==> config.mk <==
export PLATFORM = sky130hd
export DESIGN_NAME = inst_fetch_queue_flat
export DESIGN_NICKNAME = d
export VERILOG_FILES = /design/src/rtl/cpu_pkg.sv /design/src/rtl/inst_fetch_queue_if.sv /design/src/rtl/inst_fifo.sv /design/src/rtl/inst_fetch_queue.sv /design/src/flat_wrapper.sv
export SDC_FILE = /design/constraint.sdc
export NUM_CORES = 1
export LEC_CHECK = 0
export CAP_MARGIN = 20
export CORE_MARGIN = 2
export CORE_UTILIZATION = 47
export DETAILED_ROUTE_END_ITERATION = 10
export PLACE_DENSITY = 0.73
export SLEW_MARGIN = 20
export SYNTH_ARGS = -nofsm -noshare
export SYNTH_HDL_FRONTEND = slang
export SYNTH_SLANG_ARGS = --single-unit
==> constraint.sdc <==
create_clock -name clk -period 4.6 [get_ports clk]
set_clock_uncertainty 0.1 [all_clocks]
set_input_delay 0.46 -clock clk [delete_from_list [all_inputs] [get_ports clk]]
set_output_delay 0.46 -clock clk [all_outputs]
set_load 0.02 [all_outputs]
==> src/rtl/cpu_pkg.sv <==
// Constants and types shared by the fetch front end, decoder and immediate extender.
package cpu_pkg;

    localparam logic [31:0] NOP_INST     = 32'h0000_0013;
    localparam logic [31:0] RESET_PC_DEF = 32'h0000_0000;

    // Major opcode field [6:0]
    localparam logic [6:0] OPC_LOAD   = 7'h03;
    localparam logic [6:0] OPC_OP_IMM = 7'h13;
    localparam logic [6:0] OPC_AUIPC  = 7'h17;
    localparam logic [6:0] OPC_STORE  = 7'h23;
    localparam logic [6:0] OPC_OP     = 7'h33;
    localparam logic [6:0] OPC_LUI    = 7'h37;
    localparam logic [6:0] OPC_BRANCH = 7'h63;
    localparam logic [6:0] OPC_JALR   = 7'h67;
    localparam logic [6:0] OPC_JAL    = 7'h6F;

    typedef struct packed {
        logic [31:0] pc;
        logic [31:0] inst;
    } fetch_entry_t;

    function automatic logic [31:0] word_align(input logic [31:0] addr);
        return {addr[31:2], 2'b00};
    endfunction

endpackage

==> src/rtl/inst_fetch_queue_if.sv <==
// Fetch-side bundle: imem request/response, EX redirect and the decode handoff.
interface inst_fetch_queue_if;
    logic        imem_req_valid;
    logic [31:0] imem_req_addr;
    logic        imem_req_ready;
    logic        imem_rsp_valid;
    logic [31:0] imem_rsp_data;
    logic        redirect_valid;
    logic [31:0] redirect_pc;
    logic        id_valid;
    logic [31:0] id_inst;
    logic [31:0] id_pc;
    logic        id_ready;

    modport master (
        output imem_req_valid, imem_req_addr, id_valid, id_inst, id_pc,
        input  imem_req_ready, imem_rsp_valid, imem_rsp_data,
               redirect_valid, redirect_pc, id_ready
    );

    modport slave (
        input  imem_req_valid, imem_req_addr, id_valid, id_inst, id_pc,
        output imem_req_ready, imem_rsp_valid, imem_rsp_data,
               redirect_valid, redirect_pc, id_ready
    );
endinterface

==> src/rtl/inst_fifo.sv <==
// Small synchronous FIFO with flush; a pop and a push in the same cycle are both
// honoured even when full, since the freed slot is the one being written.
module inst_fifo #(
    parameter  int WIDTH = 64,
    parameter  int DEPTH = 2,
    localparam int AW    = $clog2(DEPTH),
    localparam int CW    = AW + 1
) (
    input  logic             clk,
    input  logic             rst_n,
    input  logic             flush,
    input  logic             wr_en,
    input  logic [WIDTH-1:0] wr_data,
    input  logic             rd_en,
    output logic [WIDTH-1:0] rd_data,
    output logic [CW-1:0]    count,
    output logic             empty
);

    logic [WIDTH-1:0] mem [DEPTH];
    logic [AW-1:0]    wptr;
    logic [AW-1:0]    rptr;
    logic             do_wr;
    logic             do_rd;

    assign empty   = (count == '0);
    assign do_rd   = rd_en && !empty;
    assign do_wr   = wr_en && ((count != CW'(DEPTH)) || do_rd);
    assign rd_data = mem[rptr];

    always_ff @(posedge clk) begin
        if (!rst_n || flush) begin
            wptr  <= '0;
            rptr  <= '0;
            count <= '0;
        end else begin
            if (do_wr) wptr <= wptr + AW'(1);
            if (do_rd) rptr <= rptr + AW'(1);
            count <= count + CW'(do_wr) - CW'(do_rd);
        end
    end

    always_ff @(posedge clk) begin
        if (do_wr && !flush) mem[wptr] <= wr_data;
    end

endmodule

==> src/rtl/inst_fetch_queue.sv <==
// Instruction fetch front end: PC ownership, credit-limited imem requests, response
// queue toward decode, and redirect handling that discards wrong-path responses.
module inst_fetch_queue
    import cpu_pkg::*;
#(
    parameter logic [31:0] RESET_PC = RESET_PC_DEF,
    parameter int          QDEPTH   = 2
) (
    input  logic               clk,
    input  logic               rst_n,
    inst_fetch_queue_if.master bus
);

    localparam int CW = $clog2(QDEPTH) + 1;

    logic [31:0]  fetch_pc;
    logic [31:0]  rsp_pc;
    logic [CW-1:0] outstanding;
    logic [CW-1:0] drop_cnt;
    logic [CW-1:0] q_count;
    logic          q_empty;
    logic [CW:0]   credit_used;
    logic          req_fire;
    logic          rsp_fire;
    logic          enq;
    logic          deq;
    fetch_entry_t  enq_entry;
    fetch_entry_t  head;

    // Every issued fetch holds a queue slot until it is popped or discarded,
    // so the queue can never overflow.
    assign credit_used        = {1'b0, outstanding} + {1'b0, q_count};
    assign bus.imem_req_valid = rst_n && !bus.redirect_valid
                                && (credit_used < (CW+1)'(QDEPTH));
    assign bus.imem_req_addr  = fetch_pc;

    assign req_fire = bus.imem_req_valid && bus.imem_req_ready;
    assign rsp_fire = bus.imem_rsp_valid && (outstanding != '0);
    assign enq      = rsp_fire && (drop_cnt == '0) && !bus.redirect_valid;
    assign deq      = bus.id_valid && bus.id_ready;

    assign enq_entry = '{pc: rsp_pc, inst: bus.imem_rsp_data};

    inst_fifo #(
        .WIDTH ($bits(fetch_entry_t)),
        .DEPTH (QDEPTH)
    ) u_fifo (
        .clk     (clk),
        .rst_n   (rst_n),
        .flush   (bus.redirect_valid),
        .wr_en   (enq),
        .wr_data (enq_entry),
        .rd_en   (deq),
        .rd_data (head),
        .count   (q_count),
        .empty   (q_empty)
    );

    assign bus.id_valid = !q_empty;
    assign bus.id_inst  = q_empty ? NOP_INST : head.inst;
    assign bus.id_pc    = q_empty ? 32'h0    : head.pc;

    always_ff @(posedge clk) begin
        if (!rst_n) begin
            fetch_pc    <= RESET_PC;
            rsp_pc      <= RESET_PC;
            outstanding <= '0;
            drop_cnt    <= '0;
        end else if (bus.redirect_valid) begin
            // Everything still in flight after this cycle is wrong-path.
            fetch_pc    <= word_align(bus.redirect_pc);
            rsp_pc      <= word_align(bus.redirect_pc);
            outstanding <= outstanding - CW'(rsp_fire);
            drop_cnt    <= outstanding - CW'(rsp_fire);
        end else begin
            if (req_fire) fetch_pc <= fetch_pc + 32'd4;
            if (enq)      rsp_pc   <= rsp_pc + 32'd4;
            outstanding <= outstanding + CW'(req_fire) - CW'(rsp_fire);
            if (rsp_fire && (drop_cnt != '0)) drop_cnt <= drop_cnt - CW'(1);
        end
    end

endmodule

==> src/flat_wrapper.sv <==
// flat-port wrapper written by rule: the top's interface ports become plain ports
module inst_fetch_queue_flat import cpu_pkg::*;
#(
    parameter logic [31:0] RESET_PC = RESET_PC_DEF,
    parameter int          QDEPTH   = 2
)
  (clk, rst_n, bus_imem_req_valid, bus_imem_req_addr, bus_id_valid, bus_id_inst, bus_id_pc, bus_imem_req_ready, bus_imem_rsp_valid, bus_imem_rsp_data, bus_redirect_valid, bus_redirect_pc, bus_id_ready);
  inst_fetch_queue_if bus_i ();
  input  logic clk;
  input  logic rst_n;
  output wire logic [$bits(bus_i.imem_req_valid)-1:0] bus_imem_req_valid;
  output wire logic [$bits(bus_i.imem_req_addr)-1:0] bus_imem_req_addr;
  output wire logic [$bits(bus_i.id_valid)-1:0] bus_id_valid;
  output wire logic [$bits(bus_i.id_inst)-1:0] bus_id_inst;
  output wire logic [$bits(bus_i.id_pc)-1:0] bus_id_pc;
  input wire logic [$bits(bus_i.imem_req_ready)-1:0] bus_imem_req_ready;
  input wire logic [$bits(bus_i.imem_rsp_valid)-1:0] bus_imem_rsp_valid;
  input wire logic [$bits(bus_i.imem_rsp_data)-1:0] bus_imem_rsp_data;
  input wire logic [$bits(bus_i.redirect_valid)-1:0] bus_redirect_valid;
  input wire logic [$bits(bus_i.redirect_pc)-1:0] bus_redirect_pc;
  input wire logic [$bits(bus_i.id_ready)-1:0] bus_id_ready;
  assign bus_imem_req_valid = bus_i.imem_req_valid;
  assign bus_imem_req_addr = bus_i.imem_req_addr;
  assign bus_id_valid = bus_i.id_valid;
  assign bus_id_inst = bus_i.id_inst;
  assign bus_id_pc = bus_i.id_pc;
  assign bus_i.imem_req_ready = bus_imem_req_ready;
  assign bus_i.imem_rsp_valid = bus_imem_rsp_valid;
  assign bus_i.imem_rsp_data = bus_imem_rsp_data;
  assign bus_i.redirect_valid = bus_redirect_valid;
  assign bus_i.redirect_pc = bus_redirect_pc;
  assign bus_i.id_ready = bus_id_ready;
  inst_fetch_queue #(.RESET_PC(RESET_PC), .QDEPTH(QDEPTH)) u_core (.clk(clk), .rst_n(rst_n), .bus(bus_i));
endmodule
**Word level (Yosys, flattened, before mapping)**

Memories as Yosys holds them, arrays and structs flattened. A register that Yosys moved wholly into a read port is not among the register bits.
Index checks and enable logic that the tools add are counted.
Widths: inputs -> output; s select.

- Flip-flop bits (word level): 72
- RAM bits: 128
- Input bits: 70
- Logic and storage cells: 61
- Memories kept: 1

Memory list:

| name | depth | bits a word | rd ports | clocked after Yosys merged registers in | wr ports | line | source |
|---|---|---|---|---|---|---|---|
| u_core.u_fifo.mem | 2 | 64 | 1 | 1 | 1 | inst_fifo.sv:20 | `logic [WIDTH-1:0] mem [DEPTH];` |

- Add/subtract/negate cells: 11
- $lt $le $gt $ge: 1
- Eq/ne operators: 1
- Muxes and demuxes: 13
- Bitwise gates (word level): 1
- Reductions and logical operators: 24

Operators with widths:

| kind | number |
|---|---|
| $mux 32 | 6 |
| $add 32x3->32 const B | 2 |
| $logic_and 1x1->1 | 11 |
| $reduce_bool 2->1 | 5 |
| $mux 2 | 3 |
| $sub 2x1->2 | 3 |
| $add 2x1->2 | 2 |
| $logic_not 2->1 | 2 |
| $mux 1 | 4 |
| $add 2x2->3 | 1 |
| $logic_not 1->1 | 3 |
| $lt 3x2->1 const B | 1 |
| $add 1x1->1 const B | 2 |
| $logic_or 1x1->1 | 2 |
| $ne 2x2->1 const B | 1 |
| $reduce_or 2->1 | 1 |
| $sub 2x1->2 const B | 1 |
| $not 1->1 | 1 |

**Depth between registers and ports, before layout**

- Word-level depth: 9
- Gate-level depth with buffers: 10

**Cells and area by module**

A second synthesis with hierarchy kept.

- Cell total of the unflattened synthesis: 762
- Area total of the unflattened synthesis: 9137.5 sq um

By module, submodules not included:

| module | instances | cells an instance | area an instance (sq um) | sequential area each (sq um) |
|---|---|---|---|---|
| inst_fifo | 1 | 223 | 4906.0 | 3943.8 |
| inst_fetch_queue | 1 | 539 | 4231.6 | 1281.2 |

**Worst setup path before layout**

No wires, ideal clock.

- Kind: reg2reg
- Start point: register u_core.drop_cnt[0]
- End point: memory u_core.u_fifo.mem[0][0] (enable)
- Arrival: 4.158 ns
- Required time: 4.010 ns
- Slack: -0.148 ns
- Cell stages (with the launch flop): 7
- Buffers on the path: 1
- Cell sequence: dfxtp_1 > inv_1 > ha_1 > o211ai_1 > clkbuf_1 > a211oi_1 > nor2b_1

- Word-level cells in the longest chain between the ends: 7

RTL lines:

| what | line | source |
|---|---|---|
| from (decl) | inst_fetch_queue.sv:19 | `logic [CW-1:0] drop_cnt;` |
| from (signal assigned) | inst_fetch_queue.sv:74 | `drop_cnt <= outstanding - CW'(rsp_fire);` |
| from (signal assigned) | inst_fetch_queue.sv:79 | `if (rsp_fire && (drop_cnt != '0)) drop_cnt <= drop_cnt - CW'(1);` |
| $logic_not 2->1 | inst_fetch_queue.sv:39 | `assign enq = rsp_fire && (drop_cnt == '0) && !bus.redirect_valid;` |
| $logic_and 1x1->1 (2 in series) | inst_fetch_queue.sv:39 |  |
| $logic_and 1x1->1 | inst_fifo.sv:28 | `assign do_wr = wr_en && ((count != CW'(DEPTH)) \|\| do_rd);` |
| $logic_and 1x1->1 | inst_fifo.sv:44 | `if (do_wr && !flush) mem[wptr] <= wr_data;` |
| $mux 1 | inst_fifo.sv:44 |  |
| $mux 1 (implied by the code) | inst_fifo.sv:44 |  |
| to (decl) | inst_fifo.sv:20 |  |

Every way passes these cells.

**Worst setup path in the final report**

- Start point: register u_core.u_fifo.count[1]
- End point: output bus_id_pc[15]

- Word-level cells in the longest chain between the ends: 2

RTL lines:

| what | line | source |
|---|---|---|
| from (decl) | inst_fifo.sv:16 | `output logic [CW-1:0] count,` |
| from (signal assigned) | inst_fifo.sv:39 | `count <= count + CW'(do_wr) - CW'(do_rd);` |
| $logic_not 2->1 | inst_fifo.sv:26 | `assign empty = (count == '0);` |
| $mux 32 | inst_fetch_queue.sv:61 | `assign bus.id_pc = q_empty ? 32'h0 : head.pc;` |
| to (decl) | flat_wrapper.sv:15 | `output wire logic [$bits(bus_i.id_pc)-1:0] bus_id_pc;` |

Every way passes these cells.

==> impl_metrics.tcl <==
set metrics [dict create \
    crit_fanout 32 \
    synth_cells 776 \
    area_growth_pct 27.2 \
    synth_edf_count 124 \
    port_buffers 161 \
    hp-start "u_core.u_fifo.rptr" \
    worstSetupEndpointType "output pin" \
    core_area_um2 18000 \
    h-tree-depth 4 \
    async_reset_ff_share_pct 0 \
    leakage_uw 0.00354 \
    finalWeightedCongestion 0.858 \
    antenna_left 0 \
    required_ns 4.04 \
    final_cell_mix "clkdlybuf4s50_1, edfxtp_1, nor2_1" \
    drt_iter0_drc 412 \
    hold_buffers 0 \
    fp-row-count 49 \
    grt_pass1_wl_mm 32.2 \
    clk_path_buf_depth 2 \
    slew_headroom_pct 26.3 \
    power_density_nw_per_um2 363 \
    die-height_um 140 \
    grt_setup_unrepaired "no" \
    drc 0 \
    synth_top_family_by_area "simple AND/OR/NAND/NOR gates" \
    max_freq_mhz 318 \
    avgSynthCellArea_um2 11.2 \
    arrival_ns 2.58 \
    viasPerCell 5.70 \
    cp-startpoint "u_core.u_fifo.count[1]" \
    grt_use_total_pct 20.6 \
    cts_tree "built" \
    clk_pin_slew_ns 0.06 \
    routed-via-count 6611 \
    wire_per_inst_um 17.3 \
    critPathSlowestCell "nor2_4" \
    drt-total-wl_mm 20.1 \
    final_common_cell "clkdlybuf4s50_1" \
    insertion_delay_ns 0.43 \
    grt_max_degree 63 \
    synth_flop_cell "edfxtp_1" \
    drt-pass1-iter-count 5 \
    synth_xor_area_share_pct 2.42 \
    ios 168 \
    synth.distinct_cells 56 \
    cts_inserted_buffers 17 \
    tns_ns 0 \
    ys_seq_elements 193 \
    tightest_slew_ns 1.11 \
    crit_type "register to output pin" \
    cpLargestDelayFamily "buffers and inverters" \
    max_stage_delay_ns 0.65 \
    antenna_found_initial 0 \
    final_nets 994 \
    ir_worst_vdd_mv 0.269 \
    cp_num_buf_inv 2 \
    dpl.hpwl_mm 13.8 \
    start_util_pct 48.2 \
    hp-class "register to register" \
    ys_seq_area_share_pct 58.8 \
    crit_chain "nor2_4, buf_4, nor2_1, clkdlybuf4s50_1" \
    worstReg2RegStart "u_core.u_fifo.count[0]" \
    grt_pass1_vias 6114 \
    die-area_um2 19600 \
    cts_setup_buffers 0 \
    yosys_warnings 0 \
    period_minus_slack_ns 3.14 \
    synthSimpleGateAreaFrac_pct 18.2 \
    finalCritPeriodShare_pct 68.3 \
    slew_violations 0 \
    start_kind "register" \
    finalSetupViolCount 0 \
    drive_gt1_share_pct 5.59 \
    clockRootBuffer "clkbuf_16" \
    synthAdderAreaFrac_pct 1.09 \
    syn_area_um2 8690 \
    cts-resized-gates 0 \
    diodes 0 \
    fillerInstances 1484 \
    gr-total-overflow 0 \
    muxShareOfSynthArea_pct 7.76 \
    clkSinkCount 193 \
    place_ws_ns 1.42 \
    hold_violations 0 \
    synth_compound_area_share_pct 8.86 \
    maxCapViolations 0 \
    status "completed" \
    fin_ws_ns 1.46 \
    die_x_um 140 \
]
per-layer routing:
metal  share of wire, %  vias up  global-route usage, %  wire, µm
met5                  0        -                      0         0
met4                1.5        0                   5.37       305
li1                   -     3200                      -         -
met1                 46     3123                   29.5      9310
met2                 46      258                   32.4      9190
met3                6.3       30                   4.17      1260
layout make-up:
class	instances	area, µm²	share of cell area, %
Sequential cell	193	5110	46.2
Multi-Input combinational cell	525	3360	30.4
Timing Repair Buffer	170	1700	15.4
Clock buffer	20	437	3.95
Tap cell	229	287	2.59
Clock inverter	12	118	1.06
Inverter	10	37.5	0.340
where the power goes:
part,switching [µW],internal [µW]
Combinational,305,245
Sequential,95.8,1970
Clock,606,791
worst paths after layout:
kind | to | slack (ns) | cells after the start
max | bus_id_pc[15] | 1.46 | 4
min | u_core.u_fifo.rptr | 0.41 | 2
max reg2reg | u_core.bus.imem_req_addr[15] | 1.73 | 6
min reg2reg | u_core.u_fifo.rptr | 0.41 | 2
worst register-to-register path: stages (launching register included):
cell	delay, ns
dfxtp_1	0.46
and2_1	0.18
fa_1	0.46
nor3b_1	0.28
nand2_1	0.46
or4b_1	0.63
and3b_1	0.19
state kept, by name, indices dropped and copies added, names as in the netlist, named ones only:
signal,flops
u_core.bus.imem_req_addr,30
u_core.u_fifo.mem,124
u_core.u_fifo.rptr,1
u_core.rsp_pc,30
u_core.u_fifo.wptr,1
u_core.outstanding,2
u_core.u_fifo.count,2
u_core.drop_cnt,2
synth_stat cells (all sizes together), types with 5 or more instances:
cell type	instances	area share (%)
a211oi	19	1.6
a21oi	24	1.4
a311oi	6	0.61
a31oi	9	0.65
and2	9	0.65
and3	15	1.1
and4	15	1.5
buf	15	0.88
clkbuf	36	1.6
dfxtp	69	16
edfxtp	124	43
ha	6	0.86
inv	10	0.43
mux2i	64	7.4
nand2	45	1.9
nand3	22	1.3
nand4	21	1.6
nor2	92	4.0
nor2b	9	0.65
nor3	24	1.4
nor3b	5	0.43
nor4	21	1.6
o21ai	38	2.2
o31ai	7	0.61
or3	6	0.45
or4	7	0.61
xnor2	14	1.4
xor2	10	1.0
logic make-up after synthesis:
| family | after synthesis |
|---|---|
| xor+xnor | 24 |
| mux | 67 |
| buf+inv | 61 |
| compound gates | 121 |
| fa+ha+maj | 7 |
| flops | 193 |
| other cells | 1 |
| simple gates | 302 |
metrics by stage:
step / utilization [%] / hold WS, ns / instances / power, µW / cell area (µm²)
floorplan: - / 0.324 / 779 / 2410 / 8700
global placement: 58.2 / 0.381 / 1127 / 2640 / 10500
detailed placement: 58.2 / 0.388 / 1127 / 2650 / 10500
CTS: 61.3 / 0.403 / 1159 / 4040 / 11000
global route: 61.3 / 0.426 / 1159 / 4180 / 11100
finish: 61.3 / 0.407 / 1159 / 4010 / 11100
No activity file was read; power rests on OpenSTA's default activity.
